[config.mk]
export PLATFORM = sky130hd
export DESIGN_NAME = lc3_fetch_unit
export DESIGN_NICKNAME = d
export VERILOG_FILES = /design/src/rtl/lc3_fetch_pkg.sv /design/src/rtl/lc3_wait_timer.sv /design/src/rtl/lc3_fetch_unit.sv
export SDC_FILE = /design/constraint.sdc
export NUM_CORES = 1
export LEC_CHECK = 0
export CELL_PAD_IN_SITES_DETAIL_PLACEMENT = 0
export CELL_PAD_IN_SITES_GLOBAL_PLACEMENT = 1
export CORE_MARGIN = 2
export CORE_UTILIZATION = 36
export CTS_CLUSTER_SIZE = 30
export DETAILED_ROUTE_END_ITERATION = 16
export PLACE_DENSITY_LB_ADDON = 0.1
export SETUP_SLACK_MARGIN = 0.4
export SYNTH_ARGS = -nofsm -noshare
export SYNTH_HDL_FRONTEND = slang
export SYNTH_SLANG_ARGS = --single-unit
export TNS_END_PERCENT = 50
[constraint.sdc]
create_clock -name Clk -period 2.2 [get_ports Clk]
set_input_delay 0.44 -clock Clk [delete_from_list [all_inputs] [get_ports Clk]]
set_output_delay 0.44 -clock Clk [all_outputs]
set_load 0.01 [all_outputs]
[src/rtl/lc3_fetch_pkg.sv]
// lc3_fetch_pkg
// Shared definitions for the SLC-3 instruction-fetch stage:
//   fetch_state_t     - fetch sequencer states
//   DEFAULT_RESET_PC  - PC value loaded on reset unless overridden
//   WAIT_CNT_W        - width of the memory wait counter (covers timeouts 1..255)
//   pc_increment()    - modulo-2^16 PC advance
package lc3_fetch_pkg;

    typedef enum logic [2:0] {
        ST_IDLE  = 3'd0,
        ST_ADDR  = 3'd1,
        ST_WAIT  = 3'd2,
        ST_ISSUE = 3'd3,
        ST_ERR   = 3'd4
    } fetch_state_t;

    localparam logic [15:0] DEFAULT_RESET_PC = 16'h3000;
    localparam int          WAIT_CNT_W       = 8;

    // 16-bit add wraps naturally: 16'hFFFF advances to 16'h0000.
    function automatic logic [15:0] pc_increment(input logic [15:0] pc);
        return pc + 16'd1;
    endfunction

endpackage

[src/rtl/lc3_wait_timer.sv]
// lc3_wait_timer
// Counts consecutive memory wait cycles for the fetch stage.
// Ports:
//   clk      in   system clock
//   rst_n    in   asynchronous active-low reset
//   clear    in   restart the count at zero
//   enable   in   this cycle is a non-ready wait cycle
//   expired  out  this enabled cycle is the WAIT_TIMEOUT-th consecutive one
// expired is combinational so the sequencer can leave on the same edge
// that samples the final non-ready cycle.
module lc3_wait_timer
    import lc3_fetch_pkg::*;
#(
    parameter int WAIT_TIMEOUT = 15
) (
    input  logic clk,
    input  logic rst_n,
    input  logic clear,
    input  logic enable,
    output logic expired
);

    // Count value equals the number of earlier non-ready cycles, so the
    // terminal cycle is the one seen while the count is WAIT_TIMEOUT-1.
    localparam logic [WAIT_CNT_W-1:0] TERM_CNT = WAIT_CNT_W'(WAIT_TIMEOUT - 1);

    logic [WAIT_CNT_W-1:0] count_r;

    assign expired = enable && (count_r == TERM_CNT);

    // Wait-cycle counter: cleared per fetch, advances on each non-ready cycle.
    always_ff @(posedge clk or negedge rst_n) begin
        if (!rst_n) begin
            count_r <= {WAIT_CNT_W{1'b0}};
        end else if (clear) begin
            count_r <= {WAIT_CNT_W{1'b0}};
        end else if (enable && !expired) begin
            count_r <= count_r + {{(WAIT_CNT_W-1){1'b0}}, 1'b1};
        end else begin
            count_r <= count_r;
        end
    end

endmodule

[src/rtl/lc3_fetch_unit.sv]
// lc3_fetch_unit
// Instruction-fetch stage of the SLC-3 datapath. Holds PC, reads one word
// per fetch over a ready-based memory handshake, captures it into IR and
// presents IR downstream with a valid/ready handshake. IR stays constant
// while presented because the register file decodes its select fields.
//
// Parameters: RESET_PC (PC after reset), WAIT_TIMEOUT (1..255 wait cycles
// before the sticky fetch error).
// Optional feature macro: LC3_FETCH_REDIRECT_EN adds redirect_valid /
// redirect_pc; without it PC only ever increments.
//
// Ports:
//   Clk        in   system clock
//   Reset      in   asynchronous active-low reset
//   Run        in   fetch enable
//   mem_addr   out  address of the word being fetched
//   mem_rd     out  read request (high only while waiting on memory)
//   mem_rdata  in   read data, valid with mem_ready
//   mem_ready  in   memory completion strobe
//   IR         out  fetched instruction
//   ir_valid   out  IR holds an unconsumed instruction
//   ir_ready   in   downstream accepts IR
//   PC         out  address of the next word to fetch
//   redirect_valid / redirect_pc  in  PC load request and target (optional)
//   fetch_err  out  sticky memory-timeout flag, cleared only by Reset
module lc3_fetch_unit
    import lc3_fetch_pkg::*;
#(
    parameter logic [15:0] RESET_PC     = DEFAULT_RESET_PC,
    parameter int          WAIT_TIMEOUT = 15
) (
    input  logic        Clk,
    input  logic        Reset,
    input  logic        Run,
    output logic [15:0] mem_addr,
    output logic        mem_rd,
    input  logic [15:0] mem_rdata,
    input  logic        mem_ready,
    output logic [15:0] IR,
    output logic        ir_valid,
    input  logic        ir_ready,
    output logic [15:0] PC,
`ifdef LC3_FETCH_REDIRECT_EN
    input  logic        redirect_valid,
    input  logic [15:0] redirect_pc,
`endif
    output logic        fetch_err
);

    fetch_state_t state_r;
    fetch_state_t state_nxt_s;

    logic [15:0] pc_r;
    logic [15:0] pc_nxt_s;
    logic [15:0] mem_addr_r;
    logic [15:0] ir_r;
    logic        mem_rd_r;
    logic        ir_valid_r;
    logic        fetch_err_r;
    logic        pend_valid_r;
    logic        pend_valid_nxt_s;
    logic [15:0] pend_pc_r;
    logic [15:0] pend_pc_nxt_s;
    logic        keep_word_s;
    logic        redir_s;
    logic [15:0] redir_pc_s;
    logic        timer_clear_s;
    logic        timer_en_s;
    logic        timer_expired_s;

`ifdef LC3_FETCH_REDIRECT_EN
    assign redir_s    = redirect_valid;
    assign redir_pc_s = redirect_pc;
`else
    assign redir_s    = 1'b0;
    assign redir_pc_s = 16'h0000;
`endif

    assign timer_clear_s = (state_r == ST_ADDR);
    assign timer_en_s    = (state_r == ST_WAIT) && !mem_ready;

    lc3_wait_timer #(
        .WAIT_TIMEOUT (WAIT_TIMEOUT)
    ) u_wait_timer (
        .clk     (Clk),
        .rst_n   (Reset),
        .clear   (timer_clear_s),
        .enable  (timer_en_s),
        .expired (timer_expired_s)
    );

    // Next-state, next-PC and pending-redirect decisions.
    always_comb begin
        state_nxt_s      = state_r;
        pc_nxt_s         = pc_r;
        pend_valid_nxt_s = pend_valid_r;
        pend_pc_nxt_s    = pend_pc_r;
        keep_word_s      = 1'b0;

        case (state_r)
            ST_IDLE: begin
                if (redir_s) begin
                    pc_nxt_s = redir_pc_s;
                end else begin
                    pc_nxt_s = pc_r;
                end
                if (Run) begin
                    state_nxt_s = ST_ADDR;
                end else begin
                    state_nxt_s = ST_IDLE;
                end
            end

            ST_ADDR: begin
                // A redirect here cannot stop the fetch already being
                // launched; remember it and apply it on completion.
                if (redir_s) begin
                    pend_valid_nxt_s = 1'b1;
                    pend_pc_nxt_s    = redir_pc_s;
                end else begin
                    pend_valid_nxt_s = pend_valid_r;
                    pend_pc_nxt_s    = pend_pc_r;
                end
                state_nxt_s = ST_WAIT;
            end

            ST_WAIT: begin
                if (mem_ready) begin
                    // A completion overrides the timeout in the same cycle.
                    // Any redirect (same-cycle or pending) discards the word.
                    pend_valid_nxt_s = 1'b0;
                    if (redir_s) begin
                        pc_nxt_s    = redir_pc_s;
                        state_nxt_s = ST_ADDR;
                    end else if (pend_valid_r) begin
                        pc_nxt_s    = pend_pc_r;
                        state_nxt_s = ST_ADDR;
                    end else begin
                        pc_nxt_s    = pc_increment(pc_r);
                        keep_word_s = 1'b1;
                        state_nxt_s = ST_ISSUE;
                    end
                end else if (timer_expired_s) begin
                    pend_valid_nxt_s = 1'b0;
                    state_nxt_s      = ST_ERR;
                end else begin
                    if (redir_s) begin
                        pend_valid_nxt_s = 1'b1;
                        pend_pc_nxt_s    = redir_pc_s;
                    end else begin
                        pend_valid_nxt_s = pend_valid_r;
                        pend_pc_nxt_s    = pend_pc_r;
                    end
                    state_nxt_s = ST_WAIT;
                end
            end

            ST_ISSUE: begin
                // A redirect squashes the held word even if ir_ready is high.
                if (redir_s || ir_ready) begin
                    if (redir_s) begin
                        pc_nxt_s = redir_pc_s;
                    end else begin
                        pc_nxt_s = pc_r;
                    end
                    if (Run) begin
                        state_nxt_s = ST_ADDR;
                    end else begin
                        state_nxt_s = ST_IDLE;
                    end
                end else begin
                    state_nxt_s = ST_ISSUE;
                end
            end

            ST_ERR: begin
                state_nxt_s = ST_ERR;
            end

            default: begin
                state_nxt_s = ST_IDLE;
            end
        endcase
    end

    // State, datapath and registered handshake outputs.
    always_ff @(posedge Clk or negedge Reset) begin
        if (!Reset) begin
            state_r      <= ST_IDLE;
            pc_r         <= RESET_PC;
            mem_addr_r   <= 16'h0000;
            ir_r         <= 16'h0000;
            mem_rd_r     <= 1'b0;
            ir_valid_r   <= 1'b0;
            fetch_err_r  <= 1'b0;
            pend_valid_r <= 1'b0;
            pend_pc_r    <= 16'h0000;
        end else begin
            state_r      <= state_nxt_s;
            pc_r         <= pc_nxt_s;
            pend_valid_r <= pend_valid_nxt_s;
            pend_pc_r    <= pend_pc_nxt_s;
            // Status outputs are decoded from the upcoming state so they
            // line up with the state register without extra delay.
            mem_rd_r     <= (state_nxt_s == ST_WAIT);
            ir_valid_r   <= (state_nxt_s == ST_ISSUE);
            fetch_err_r  <= (state_nxt_s == ST_ERR);
            if (state_r == ST_ADDR) begin
                mem_addr_r <= pc_r;
            end else begin
                mem_addr_r <= mem_addr_r;
            end
            if (keep_word_s) begin
                ir_r <= mem_rdata;
            end else begin
                ir_r <= ir_r;
            end
        end
    end

    assign mem_addr  = mem_addr_r;
    assign mem_rd    = mem_rd_r;
    assign IR        = ir_r;
    assign ir_valid  = ir_valid_r;
    assign PC        = pc_r;
    assign fetch_err = fetch_err_r;

endmodule

==> results by group <==
Die
  • Die X: roughly 90 um
  • Overall die area: approximately 8100 um^2
  • Die height: approximately 90 um
  • I/O pin cnt: around 70
  • Core area: just over 7000 um^2
  • Starting Density: between 30 and 40%
  • Row cnt: 31

Clocking
  • Clk_lat worst skew: 340 ps
  • Root Buffer: clkbuf_8
  • CTS tree: built
  • CTS Buf Count: 9
  • Clock transition at path regs: 80 ps
  • Hold Buf Count CTS: 0
  • Max Root-Sink Buffers: 2
  • H-tree depth: 3
  • Num Clock Sinks: 62

STA
  • Min cycle time layout: ~1800 ps
  • Hold Vio Cnt, Final: 0
  • Setup Skew: 9.66 ps
  • Final Cycle Share: 82.9%
  • Slew Limit Fails: 0
  • Slew Limit Headroom: 70.2%
  • RSZ-0062 raised after global routing: yes
  • Minimum hold slack: ~97 ps
  • F_max: between 500 and 600 MHz
  • Endpoints failing setup: 0
  • Worst-Margin Slew: around 450 ps
  • Setup TNS: 0 ps

Global routing
  • GRT Total Usage: around 15%
  • Initial antenna violation count: 0
  • First-pass GRT wire length: about 10000 um
  • Vias in the first global route: about 2,100
  • Largest net degree at the start of global routing: 63
  • GRT overflow: 0

Yosys
  • Fraction of registers with async set/reset: between 90% and 100%
  • Yosys warns: 0
  • Part of the Yosys area used for sequential elements: between 50% and 60%
  • Syn avg cell area: roughly 10 um^2
  • Synth Net Count: 287
  • Cell Area, Synth: between 2000 and 3000 um^2
  • Dominant cell type by area after synthesis: dfrtp_1
  • Yosys top cell area share: between 50% and 60%
  • Top post-synthesis cells by count: nand2_1, dfrtp_1, nand3_1
  • Largest cells by area after synthesis: dfrtp_1, nand2_1, xnor2_1
  • Post-synth EDFFs: 0
  • Post-synth cell types: 37
  • Count leader, synth: nand2_1
  • Seq cells post-synth: a little over 60
  • Mapped Cells: roughly 260
  • Synth Flop Type: dfrtp_1

Power and ir drop
  • Switching power share of the total: about a third
  • Cell Int Power: between 2 and 3 mW
  • Pwr/cell area: 1080 nW/um^2
  • Clock group share of total power: between 20% and 30%
  • Comb pwr share: between 30% and 40%
  • Psw: between 1 and 1.5 mW
  • Leakage power: around 1.9 nW
  • Maximum VDD drop: 0.480 mV
  • Flop pwr share: approximately two fifths
  • Overall Power: just over 4 mW

Worst setup path
  • CP max stage cell: clkdlybuf4s50_1
  • Crit path max-delay family: buffers and inverters
  • Crit start category: register
  • Crit path launch: PC[4]
  • WP depth: 1
  • R2r setup slk: just over 500 ps
  • End point of the critical path: PC[4]
  • Max stage delay on crit path: just under 600 ps
  • Crit end category: primary output
  • Capture point of the worst reg-to-reg path: u_wait_timer.count_r[0]
  • CP max FO: 6
  • Required time worst endpoint: ~1800 ps
  • R2R Path Start: u_wait_timer.count_r[1]
  • Crit Path Category: register to primary output
  • Cell chain of the critical path: clkdlybuf4s50_1
  • Reg2Reg Depth: 5
  • Crit path buffers/inverters: 1
  • Crit path DAT: 1380 ps

Place
  • Buffers on Ports: roughly 70
  • GP Congestion: 0.763
  • Hpwl dp: 3860 um

Min path
  • Hold/Removal Path Class: primary input to async pin

Status
  • Status: finished clean

Final layout
  • Fin nets: between 300 and 400
  • Share of cells above drive strength 1: 14.2%
  • FILL cells: roughly 700
  • ANT cells: 0
  • Area Overhead vs Synth: 43.0%

Routing
  • Via density: ~4.6
  • Via count: approximately 2,100
  • First-pass DRT Iterations: 6
  • Drt total wl: between 5000 and 6000 um
  • DR iter-0 viols: 74
  • Antenna Nets Post-Route: 0
  • DRC violations left: 0
  • DR WL/cell: 12.8 um

Job
  • Max Cap Viol: 0
## worst min-delay path by stage
stage	depth (start not counted)	slack (ps)	end	start
after detailed placement	2	460	IR[3]	IR[3]
final	2	100	mem_addr[5]	Reset
after global placement	2	460	mem_addr[14]	mem_addr[14]
after global routing	2	120	mem_addr[2]	Reset
after CTS	2	110	mem_addr[5]	Reset
after floorplan	0	140	IR[0]	Reset
## through the flow
step,worst slack [ps],cell area (um^2),util [%],cells
3_3_place_gp,54.8,3550,49.2,433
4_1_cts,362,3750,52.0,450
2_1_floorplan,578,2660,-,263
3_5_place_dp,40.0,3550,49.2,433
6_report,375,3810,52.8,452
5_1_grt,335,3810,52.8,452
## what timing repair did
item	CTS	global route
buffers inserted	1	2
resized for setup	6	11
cloned	0	0
pin swaps	0	1
setup endpoints to repair	13	22
endpoints found under the hold margin	0	0
## sequential cells by signal, indices dropped and copies added (netlist names)
register / flops
IR: 16
PC: 16
fetch_err: 1
ir_valid: 1
mem_addr: 16
mem_rd: 1
state_r: 3
u_wait_timer.count_r: 8
## placed cells by master, fill, tap and decap left out, types with 2 or more instances in the layout
cell	netlist	routed
nor4_4	1	2
clkdlybuf4s50_1	0	65
mux2i_1	3	3
nand2_1	108	108
nand3_1	12	12
clkbuf_8	0	9
a21oi_1	3	3
dfstp_2	2	2
inv_1	4	4
ha_1	3	3
buf_4	0	11
nor3_1	4	4
dfrtp_1	60	52
and3_1	4	4
dfrtp_2	0	8
nand2b_1	4	4
nor2_1	6	6
xor2_1	7	7
xnor2_1	10	10
clkinv_2	0	2
clkinv_4	0	2
dlymetal6s2s_1	0	3
nand4_1	5	5
dlygate4sd2_1	0	2
## per-layer routing
| layer | track usage (%) | wire, um | up-vias | share of wire, % |
|---|---|---|---|---|
| met2 | 23.5 | 2570 | 59 | 45 |
| met5 | 0 | 0 | - | 0 |
| li1 | - | - | 1028 | - |
| met3 | 4.36 | 367 | 9 | 6.4 |
| met4 | 7.69 | 130 | 0 | 2.3 |
| met1 | 20.1 | 2700 | 976 | 47 |
## area by class of cell
type	count	area, um^2	share of cell area [%]
inverters	4	15.0	0.394
multi-input cells	188	1090	28.7
well taps	99	124	3.25
repair buffers	83	813	21.4
clock buffers	9	124	3.25
flip-flops and latches	62	1560	41.1
clock inverters	7	73.8	1.94
## cells by family after synthesis
group / Yosys count / share of synthesized area, %
AO/OA/AOI/OAI: 11 / 4.14
XOR/XNOR: 17 / 5.59
adder cells (fa/ha/maj): 3 / 1.41
buffers and inverters: 13 / 2.07
flip-flops: 62 / 58.4
multiplexers: 4 / 1.55
AND/OR/NAND/NOR: 153 / 26.9
## power by group through the flow
stage	Clock, mW	Combinational [mW]	Sequential (mW)
after CTS	1.03	1.45	1.67
after global routing	1.07	1.62	1.71
after detailed placement	0	1.44	1.68
after global placement	0	1.43	1.67
final	0.997	1.45	1.67
after floorplan	0	0.640	1.72
Note: power is estimated with default switching activity, not from simulation.
